### config.mk
export PLATFORM = sky130hd
export DESIGN_NAME = a2d_arbiter_flat
export DESIGN_NICKNAME = d
export VERILOG_FILES = /design/src/rtl/a2d_arbiter_if.sv /design/src/rtl/a2d_arbiter.sv /design/src/flat_wrapper.sv
export SDC_FILE = /design/constraint.sdc
export NUM_CORES = 1
export LEC_CHECK = 0
export CELL_PAD_IN_SITES_DETAIL_PLACEMENT = 0
export CELL_PAD_IN_SITES_GLOBAL_PLACEMENT = 2
export CORE_MARGIN = 1
export CORE_UTILIZATION = 25
export DETAILED_ROUTE_END_ITERATION = 10
export MAX_ROUTING_LAYER = met4
export PLACE_DENSITY_LB_ADDON = 0.1
export SLEW_MARGIN = 40
export SYNTH_ARGS = -nofsm -noshare
export SYNTH_HDL_FRONTEND = slang
export SYNTH_SLANG_ARGS = --single-unit
### constraint.sdc
create_clock -name clk -period 1.9 [get_ports clk]
set_input_delay 0.19 -clock clk [delete_from_list [all_inputs] [get_ports clk]]
set_output_delay 0.19 -clock clk [all_outputs]
set_load 0.01 [all_outputs]
### src/rtl/a2d_arbiter_if.sv
// ----------------------------------------------------------------------------
// a2d_arbiter_if
// Bundles every signal between the two A2D requesters, the shared A2D SPI
// interface block and the arbiter.
//   slave  : arbiter side (receives requests and completions, drives grants,
//            done pulses, the start pulse, the channel and the result)
//   master : environment side (requesters plus A2D interface, or a bench)
// Signals:
//   req0/chnnl0/gnt0/done0 : port 0 (IR sensor sweep)
//   req1/chnnl1/gnt1/done1 : port 1 (auxiliary monitor)
//   strt_cnv/chnnl         : start pulse and channel to the A2D interface
//   cnv_cmplt/A2D_res      : completion pulse and raw result from the A2D
//   res/busy/timeout       : latched result, activity flag, abort pulse
// ----------------------------------------------------------------------------
interface a2d_arbiter_if;
  logic        req0;
  logic [2:0]  chnnl0;
  logic        gnt0;
  logic        done0;
  logic        req1;
  logic [2:0]  chnnl1;
  logic        gnt1;
  logic        done1;
  logic        strt_cnv;
  logic [2:0]  chnnl;
  logic        cnv_cmplt;
  logic [11:0] A2D_res;
  logic [11:0] res;
  logic        busy;
  logic        timeout;

  modport slave (
    input  req0, chnnl0, req1, chnnl1, cnv_cmplt, A2D_res,
    output gnt0, done0, gnt1, done1, strt_cnv, chnnl, res, busy, timeout
  );

  modport master (
    output req0, chnnl0, req1, chnnl1, cnv_cmplt, A2D_res,
    input  gnt0, done0, gnt1, done1, strt_cnv, chnnl, res, busy, timeout
  );
endinterface

### src/rtl/a2d_arbiter.sv
// ----------------------------------------------------------------------------
// a2d_arbiter
// Shares one A2D converter between two requesters with round-robin
// arbitration. A granted port's channel is latched and held for
// SETTLE_CYCLES cycles before a single-cycle start pulse; the arbiter then
// waits up to TIMEOUT_CYCLES cycles for the completion pulse, latches the
// result (or zero on abort) and pulses the owner's done line.
// Ports:
//   clk  : system clock
//   rst  : synchronous reset, active-high, highest priority
//   bus  : a2d_arbiter_if.slave (requests, grants, done pulses, A2D side,
//          latched result, busy and timeout)
// All outputs are driven directly from registers.
// ----------------------------------------------------------------------------
module a2d_arbiter #(
  parameter int SETTLE_CYCLES  = 4,
  parameter int TIMEOUT_CYCLES = 1024
) (
  input  logic          clk,
  input  logic          rst,
  a2d_arbiter_if.slave  bus
);

  localparam int MAX_CNT = (SETTLE_CYCLES > TIMEOUT_CYCLES) ? SETTLE_CYCLES : TIMEOUT_CYCLES;
  localparam int CNT_W   = $clog2(MAX_CNT + 1);

  localparam logic [CNT_W-1:0] SETTLE_LAST  = CNT_W'(SETTLE_CYCLES - 1);
  localparam logic [CNT_W-1:0] TIMEOUT_LAST = CNT_W'(TIMEOUT_CYCLES - 1);
  localparam logic [CNT_W-1:0] CNT_ONE      = CNT_W'(1);

  typedef enum logic [2:0] {
    S_IDLE,
    S_SETTLE,
    S_START,
    S_WAIT,
    S_DONE
  } state_t;

  state_t           r_state, w_nxt_state;
  logic [CNT_W-1:0] r_cnt,   w_nxt_cnt;
  logic             r_last,  w_nxt_last;   // last-served port
  logic             r_owner, w_nxt_owner;  // port owning the current conversion
  logic             r_gnt0,  w_nxt_gnt0;
  logic             r_gnt1,  w_nxt_gnt1;
  logic             r_done0, w_nxt_done0;
  logic             r_done1, w_nxt_done1;
  logic             r_strt,  w_nxt_strt;
  logic [2:0]       r_chnnl, w_nxt_chnnl;
  logic [11:0]      r_res,   w_nxt_res;
  logic             r_busy,  w_nxt_busy;
  logic             r_tmo,   w_nxt_tmo;
  logic             w_pick;

  // On a tie the port that was not served last wins; otherwise the lone
  // requester wins (req1 alone -> 1, req0 alone -> 0).
  assign w_pick = (bus.req0 & bus.req1) ? ~r_last : bus.req1;

  always_ff @(posedge clk) begin
    if (rst) begin
      r_state <= S_IDLE;
      r_cnt   <= '0;
      r_last  <= 1'b1;
      r_owner <= 1'b0;
      r_gnt0  <= 1'b0;
      r_gnt1  <= 1'b0;
      r_done0 <= 1'b0;
      r_done1 <= 1'b0;
      r_strt  <= 1'b0;
      r_chnnl <= 3'd0;
      r_res   <= 12'h000;
      r_busy  <= 1'b0;
      r_tmo   <= 1'b0;
    end else begin
      r_state <= w_nxt_state;
      r_cnt   <= w_nxt_cnt;
      r_last  <= w_nxt_last;
      r_owner <= w_nxt_owner;
      r_gnt0  <= w_nxt_gnt0;
      r_gnt1  <= w_nxt_gnt1;
      r_done0 <= w_nxt_done0;
      r_done1 <= w_nxt_done1;
      r_strt  <= w_nxt_strt;
      r_chnnl <= w_nxt_chnnl;
      r_res   <= w_nxt_res;
      r_busy  <= w_nxt_busy;
      r_tmo   <= w_nxt_tmo;
    end
  end

  // Next-state and next-output logic. Pulsed outputs default low so they
  // only live for the single cycle after the edge that sets them.
  always_comb begin
    w_nxt_state = r_state;
    w_nxt_cnt   = r_cnt;
    w_nxt_last  = r_last;
    w_nxt_owner = r_owner;
    w_nxt_gnt0  = r_gnt0;
    w_nxt_gnt1  = r_gnt1;
    w_nxt_done0 = 1'b0;
    w_nxt_done1 = 1'b0;
    w_nxt_strt  = 1'b0;
    w_nxt_chnnl = r_chnnl;
    w_nxt_res   = r_res;
    w_nxt_busy  = r_busy;
    w_nxt_tmo   = 1'b0;

    case (r_state)
      S_IDLE: begin
        if (bus.req0 | bus.req1) begin
          w_nxt_owner = w_pick;
          w_nxt_last  = w_pick;
          w_nxt_gnt0  = ~w_pick;
          w_nxt_gnt1  = w_pick;
          w_nxt_chnnl = w_pick ? bus.chnnl1 : bus.chnnl0;
          w_nxt_busy  = 1'b1;
          w_nxt_cnt   = '0;
          w_nxt_state = S_SETTLE;
        end
      end

      S_SETTLE: begin
        // Start pulse is registered, so it is raised on the edge that ends
        // the last settle cycle and is visible during START.
        if (r_cnt == SETTLE_LAST) begin
          w_nxt_strt  = 1'b1;
          w_nxt_cnt   = '0;
          w_nxt_state = S_START;
        end else begin
          w_nxt_cnt = r_cnt + CNT_ONE;
        end
      end

      S_START: begin
        w_nxt_cnt   = '0;
        w_nxt_state = S_WAIT;
      end

      S_WAIT: begin
        // Completion is checked first so a pulse on the final allowed cycle
        // still delivers a real result.
        if (bus.cnv_cmplt) begin
          w_nxt_res   = bus.A2D_res;
          w_nxt_done0 = ~r_owner;
          w_nxt_done1 = r_owner;
          w_nxt_state = S_DONE;
        end else if (r_cnt == TIMEOUT_LAST) begin
          w_nxt_res   = 12'h000;
          w_nxt_tmo   = 1'b1;
          w_nxt_done0 = ~r_owner;
          w_nxt_done1 = r_owner;
          w_nxt_state = S_DONE;
        end else begin
          w_nxt_cnt = r_cnt + CNT_ONE;
        end
      end

      S_DONE: begin
        w_nxt_gnt0  = 1'b0;
        w_nxt_gnt1  = 1'b0;
        w_nxt_busy  = 1'b0;
        w_nxt_state = S_IDLE;
      end

      default: begin
        w_nxt_gnt0  = 1'b0;
        w_nxt_gnt1  = 1'b0;
        w_nxt_busy  = 1'b0;
        w_nxt_state = S_IDLE;
      end
    endcase
  end

  assign bus.gnt0     = r_gnt0;
  assign bus.gnt1     = r_gnt1;
  assign bus.done0    = r_done0;
  assign bus.done1    = r_done1;
  assign bus.strt_cnv = r_strt;
  assign bus.chnnl    = r_chnnl;
  assign bus.res      = r_res;
  assign bus.busy     = r_busy;
  assign bus.timeout  = r_tmo;

endmodule

### src/flat_wrapper.sv
// flat-port wrapper written by rule: the top's interface ports become plain ports
module a2d_arbiter_flat 
#(
  parameter int SETTLE_CYCLES  = 4,
  parameter int TIMEOUT_CYCLES = 1024
)
  (clk, rst, bus_req0, bus_chnnl0, bus_req1, bus_chnnl1, bus_cnv_cmplt, bus_A2D_res, bus_gnt0, bus_done0, bus_gnt1, bus_done1, bus_strt_cnv, bus_chnnl, bus_res, bus_busy, bus_timeout);
  a2d_arbiter_if bus_i ();
  input  logic clk;
  input  logic rst;
  input wire logic [$bits(bus_i.req0)-1:0] bus_req0;
  input wire logic [$bits(bus_i.chnnl0)-1:0] bus_chnnl0;
  input wire logic [$bits(bus_i.req1)-1:0] bus_req1;
  input wire logic [$bits(bus_i.chnnl1)-1:0] bus_chnnl1;
  input wire logic [$bits(bus_i.cnv_cmplt)-1:0] bus_cnv_cmplt;
  input wire logic [$bits(bus_i.A2D_res)-1:0] bus_A2D_res;
  output wire logic [$bits(bus_i.gnt0)-1:0] bus_gnt0;
  output wire logic [$bits(bus_i.done0)-1:0] bus_done0;
  output wire logic [$bits(bus_i.gnt1)-1:0] bus_gnt1;
  output wire logic [$bits(bus_i.done1)-1:0] bus_done1;
  output wire logic [$bits(bus_i.strt_cnv)-1:0] bus_strt_cnv;
  output wire logic [$bits(bus_i.chnnl)-1:0] bus_chnnl;
  output wire logic [$bits(bus_i.res)-1:0] bus_res;
  output wire logic [$bits(bus_i.busy)-1:0] bus_busy;
  output wire logic [$bits(bus_i.timeout)-1:0] bus_timeout;
  assign bus_i.req0 = bus_req0;
  assign bus_i.chnnl0 = bus_chnnl0;
  assign bus_i.req1 = bus_req1;
  assign bus_i.chnnl1 = bus_chnnl1;
  assign bus_i.cnv_cmplt = bus_cnv_cmplt;
  assign bus_i.A2D_res = bus_A2D_res;
  assign bus_gnt0 = bus_i.gnt0;
  assign bus_done0 = bus_i.done0;
  assign bus_gnt1 = bus_i.gnt1;
  assign bus_done1 = bus_i.done1;
  assign bus_strt_cnv = bus_i.strt_cnv;
  assign bus_chnnl = bus_i.chnnl;
  assign bus_res = bus_i.res;
  assign bus_busy = bus_i.busy;
  assign bus_timeout = bus_i.timeout;
  a2d_arbiter #(.SETTLE_CYCLES(SETTLE_CYCLES), .TIMEOUT_CYCLES(TIMEOUT_CYCLES)) u_core (.clk(clk), .rst(rst), .bus(bus_i));
endmodule
---- Yosys cells after proc, flatten, opt, wreduce, memory -nomap -nowiden ----
Index checks and enable logic that the tools add are counted.
operators by class
  reduce and logical (&&, ||, !) cells .... 12
  bitwise operators ....................... 8
  equality and inequality tests ........... 10
  $add $sub $neg .......................... 1
  multiplexer cells ....................... 26
operator list
  kind                                                                      count
  11-bit two-way mux                                                        4
  11-bit case mux with 4 select lines                                       1
  12-bit two-way mux                                                        2
  3-bit two-way mux                                                         5
  3-bit case mux with 4 select lines                                        1
  11-bit by 1-bit adder with 11-bit output (second input constant)          1
  11-bit by 10-bit equality test with 1-bit output (second input constant)  1
  11-bit by 2-bit equality test with 1-bit output (second input constant)   1
  1-bit two-way mux                                                         10
  3-bit by 2-bit equality test with 1-bit output (second input constant)    2
  1-bit inverter                                                            6
  1-bit case mux with 2 select lines                                        3
  2-bit AND reduction                                                       3
  3-bit OR reduction                                                        2
  2-bit by 1-bit != test with 1-bit output (second input constant)          2
  2-bit != test (second input constant)                                     2
  4-bit AND reduction                                                       1
  4-bit nonzero test                                                        1
  2-bit OR reduction                                                        2
  3-bit by 1-bit equality test with 1-bit output (second input constant)    1
  3-bit logical NOT                                                         1
  3-bit by 2-bit != test with 1-bit output (second input constant)          1
  3-bit AND reduction                                                       1
  2-bit nonzero test                                                        1
  other kinds (2)                                                           2
word-level totals
  register bits after elaboration ......... 38
  word-level logic and storage cells ...... 70
  output and inout port bits .............. 22

---- Longest topological paths before layout ----
  depth after elaboration ................. 5
  gate-level depth with buffers ........... 7
  gate-level depth less buffers ........... 5

---- Worst setup path before layout ----
OpenSTA, ideal clock, no wires.
  path type ............................... register -> register
  start ................................... register u_core.r_cnt[0]
  end ..................................... register u_core.r_cnt[5]
  setup slack ............................. -8 ps
  setup time .............................. 86 ps
  cell stages (with the launch flop) ...... 7
  clock period less this slack ............ 1,908 ps
  data arrival time ....................... 1,821 ps
  cell sequence ........................... dfxtp_1 ha_1 and3_1 clkbuf_1 and4_1 or4_1 a221oi_2
between the ends
  cells in the longest elaborated chain, start to end .. 4
ends and longest elaborated chain
  item                                      line                                    RTL
  start: declaration                        a2d_arbiter.sv:40                       logic [CNT_W-1:0] r_cnt, w_nxt_cnt;
  start signal: assignment                  a2d_arbiter.sv:75                       r_cnt <= w_nxt_cnt;
  11-bit by 1-bit adder with 11-bit output  a2d_arbiter.sv:129, a2d_arbiter.sv:153
  11-bit two-way mux                        a2d_arbiter.sv:146                      end else if (r_cnt == TIMEOUT_LAST) begin
  11-bit two-way mux                        a2d_arbiter.sv:141                      if (bus.cnv_cmplt) begin
  11-bit case mux with 4 select lines       a2d_arbiter.sv:107                      case (r_state)
Several ways; a longest one is shown, not always the timed one. The select of a mux whose other input is x is not followed.
A chain may end at the register's enable or synchronous reset.

---- Worst setup path after layout ----
  start ................................... register u_core.r_cnt[1]
  end ..................................... register u_core.r_cnt[5]
Same word-level chain as after synthesis.

==> impl_metrics.csv <==
group,metric,value,unit
yosys,ys.flop_type,"sky130_fd_sc_hd__dfxtp_1",
run,max_cap_viol_count,0,
clock_network,worst_skew_pair.late_latency,290,ps
pwr,power_density,679,nW/um^2
global_routing,via_count_of_the_first_global_routing_pass,1571,
sta,worst_rel_slew_slack,69.6,%
pwr,worst_ir_drop_vdd,483,uV
critical_path,cp.required,2100,ps
yosys,synth.lib_cells_used.distinct,41,
yosys,synthesis.instances,175,
sta,rsz_0062_raised_after_global_routing,"false",
yosys,synth_top_area_cell,"sky130_fd_sc_hd__dfxtp_1",
layout,layout.nets,259,
yosys,synth_top_cells_by_area,"sky130_fd_sc_hd__dfxtp_1 (46%), sky130_fd_sc_hd__a22o_1 (6.4%), sky130_fd_sc_hd__nand3_1 (3.7%)",
sta,finalClockSkew,4.08,ps
floorplanning,floorplan.initialDensity,25.8,%
sta,report.final.setup_viol,0,
sta,postLayoutSetupSlackWorst,92.1,ps
global_routing,gr-usage-all-layers,14.3,%
placement,dpl_worst_slack,-140,ps
layout,stdcell_area,2400,um^2
yosys,synth_edf_count,0,
sta,worst-slew-pin-transition,451,ps
pwr,power.leakage,0.847,nW
yosys,synth.cells.most_frequent,"sky130_fd_sc_hd__dfxtp_1 (38), sky130_fd_sc_hd__nor2_1 (13), sky130_fd_sc_hd__a22o_1 (12), sky130_fd_sc_hd__nand3_1 (12)",
routing,viasPerCell,5.12,
floorplanning,io-pin-count,45,
clock_network,cts_made_buffers,5,
yosys,mappedNetlistArea,1640,um^2
critical_path,endpoint_kind,"flop",
placement,detailed_place.area,2300,um^2
routing,dr.first_iter.drc_count,59,
placement,routabilityCongestion,0.840,
critical_path,timing.critical_path.fanout_max,5,
routing,topRoutingLayerUsed,"met4",
layout,drive_gt1_share,16.9,%
clock_network,cts_root_buffer,"sky130_fd_sc_hd__clkbuf_8",
floorplanning,floorplan.die.height,83.0,um
routing,drc,0,
yosys,synth.ff_latch_count,38,
global_routing,globalRoute.totalOverflow,0,
clock_network,tritoncts,"built",
yosys,synth-warning-count,0,
sta,timing.final.max_slew_violations,0,
sta,max_freq,553,MHz
yosys,yosys.area.top_type_share,46.4,%
critical_path,r2r_slack,90,ps
yosys,avgSynthCellArea,9.37,um^2
routing,final_antenna_net_count,0,
critical_path,max_incr_delay_on_cp,500,ps
clock_network,cts_buffer_depth,2,
clock_network,clkSinkCount,38,
global_routing,grt_antenna_before_repair,0,
floorplanning,placementRows,29,
routing,detail_route.wirelength,4.51,mm
layout,area_growth_syn_to_layout,46.4,%
run_status,outcome,"finished, final reports clean",
critical_path,timing.critical_path.cells,"ha_2 > and3_1 > and4_4 > or4_1 > a221oi_2",
routing,met1_wire_length,2.16,mm
critical_path,critPathKind,"flop to flop",
yosys,yosys.cell_count.top_type,"sky130_fd_sc_hd__dfxtp_1",
critical_path,worstPathBufferInverterCount,0,
floorplanning,die_w,83.0,um
routing,dr_wl_met3,164,um
routing,post_drt_wl_per_cell,14.4,um
yosys,async_flop_share,0,%
sta,final_hold_viol_count,0,
critical_path,start_kind,"flop",
hold_path,hold_path.class,"flop to flop",
critical_path,timing.critical_path.slowest_stage_cell,"sky130_fd_sc_hd__or4_1",
placement,place.port_buffers,44,
layout,antenna_cells_inserted,0,
sta,period_minus_slack,1810,ps
critical_path,worstPathArrival,2010,ps
clock_network,cts.clk_slew.worst_paths,70,ps
routing,met2RoutedLength,2.12,mm
routing,drt-pass1-iter-count,4,
sta,period_share,95.2,%
global_routing,grt_pass1_wl,7.70,mm
routing,dr_total_vias,1604,
clock_network,cts_setup_buffers,0,
floorplanning,core_region_area,6350,um^2
clock_network,htree_levels,2,
yosys,mappedNetlistNets,199,
critical_path,path_delay_family,"simple AND/OR/NAND/NOR gates",
yosys,seq_area_frac_synth,46.4,%
floorplanning,fp.dieArea,6880,um^2
global_routing,maximum_number_of_pins_on_one_net_before_global_route_repair,15,
placement,hpwlAfterDp,3.33,mm
-- flip-flops by register name (all words and copies together), names as in the netlist --
name / flops
u_core.r_owner: 1
u_core.bus.gnt0: 1
u_core.r_cnt: 11
u_core.r_last: 1
u_core.bus.timeout: 1
u_core.bus.gnt1: 1
u_core.bus.chnnl: 3
u_core.bus.done0: 1
u_core.bus.busy: 1
u_core.bus.res: 12
u_core.bus.strt_cnv: 1
u_core.r_state: 3
u_core.bus.done1: 1
-- per-stage QoR --
stage	hold WS [ps]	std cells	utilization, %	total power [mW]	setup TNS (ps)
final	450	313	37.8	1.63	0
after global routing	498	313	37.8	1.72	0
after CTS	457	313	37.6	1.66	0
after detailed placement	446	305	36.2	1.07	-592
after global placement	437	305	36.2	1.07	-314
after floorplan	266	175	-	0.950	0
-- logic make-up (layout without fill, tap and decap cells) --
| group | after synthesis | count (layout) | synth area share, % |
|---|---|---|---|
| AOI/OAI and AO/OA | 44 | 44 | 21.1 |
| adders and majority gates | 1 | 1 | 0.763 |
| buffers and inverters | 18 | 79 | 4.50 |
| DFF | 38 | 38 | 46.4 |
| muxes | 4 | 4 | 2.44 |
| and+or+nand+nor | 70 | 70 | 24.8 |
-- worst paths after layout --
kind / from / end / cells past startpoint
max: u_core.r_cnt[1] / u_core.r_cnt[5] / 5
min: u_core.r_owner / u_core.bus.done0 / 1
max reg2reg: u_core.r_cnt[1] / u_core.r_cnt[5] / 5
min reg2reg: u_core.r_owner / u_core.bus.done0 / 1
-- final cells by class --
type                            instances  area [um^2]
Clock buffer                            7         86.3
Tap cell                               77         96.3
Fill cell                             660         3950
Sequential cell                        38          763
Clock inverter                          1         5.00
Inverter                                6         22.5
Multi-Input combinational cell        119          816
Timing Repair Buffer                   65          611
-- cell usage in the layout (no fill, tap or decap), types with 5 or more instances in the layout --
cell type	instances
sky130_fd_sc_hd__clkbuf_8	6
sky130_fd_sc_hd__dfxtp_1	36
sky130_fd_sc_hd__nor2_1	13
sky130_fd_sc_hd__buf_4	20
sky130_fd_sc_hd__a21oi_1	9
sky130_fd_sc_hd__or4_1	6
sky130_fd_sc_hd__clkdlybuf4s50_1	44
sky130_fd_sc_hd__nor4_1	8
sky130_fd_sc_hd__a22o_1	12
sky130_fd_sc_hd__inv_1	6
sky130_fd_sc_hd__nand2_1	5
sky130_fd_sc_hd__nand3_1	12
-- report_power, final --
part	internal (mW)	total [mW]	switching (mW)
registers	0.818	0.832	0.0140
logic	0.123	0.220	0.0964
clock network	0.293	0.579	0.286
-- timing repair --
action                     4_1_cts  5_1_grt
setup endpoints to repair        0        5
resized for setup                0        4
hold buffers                     0        0
-- routing by layer --
| layer | GRT usage [%] | up-vias |
|---|---|---|
| li1 | - | 793 |
| met1 | 17.6 | 774 |
| met2 | 23.0 | 32 |
| met3 | 3.48 | 5 |
| met4 | 4.70 | 0 |
| met5 | - | - |
No activity file was read; power rests on OpenSTA's default activity.
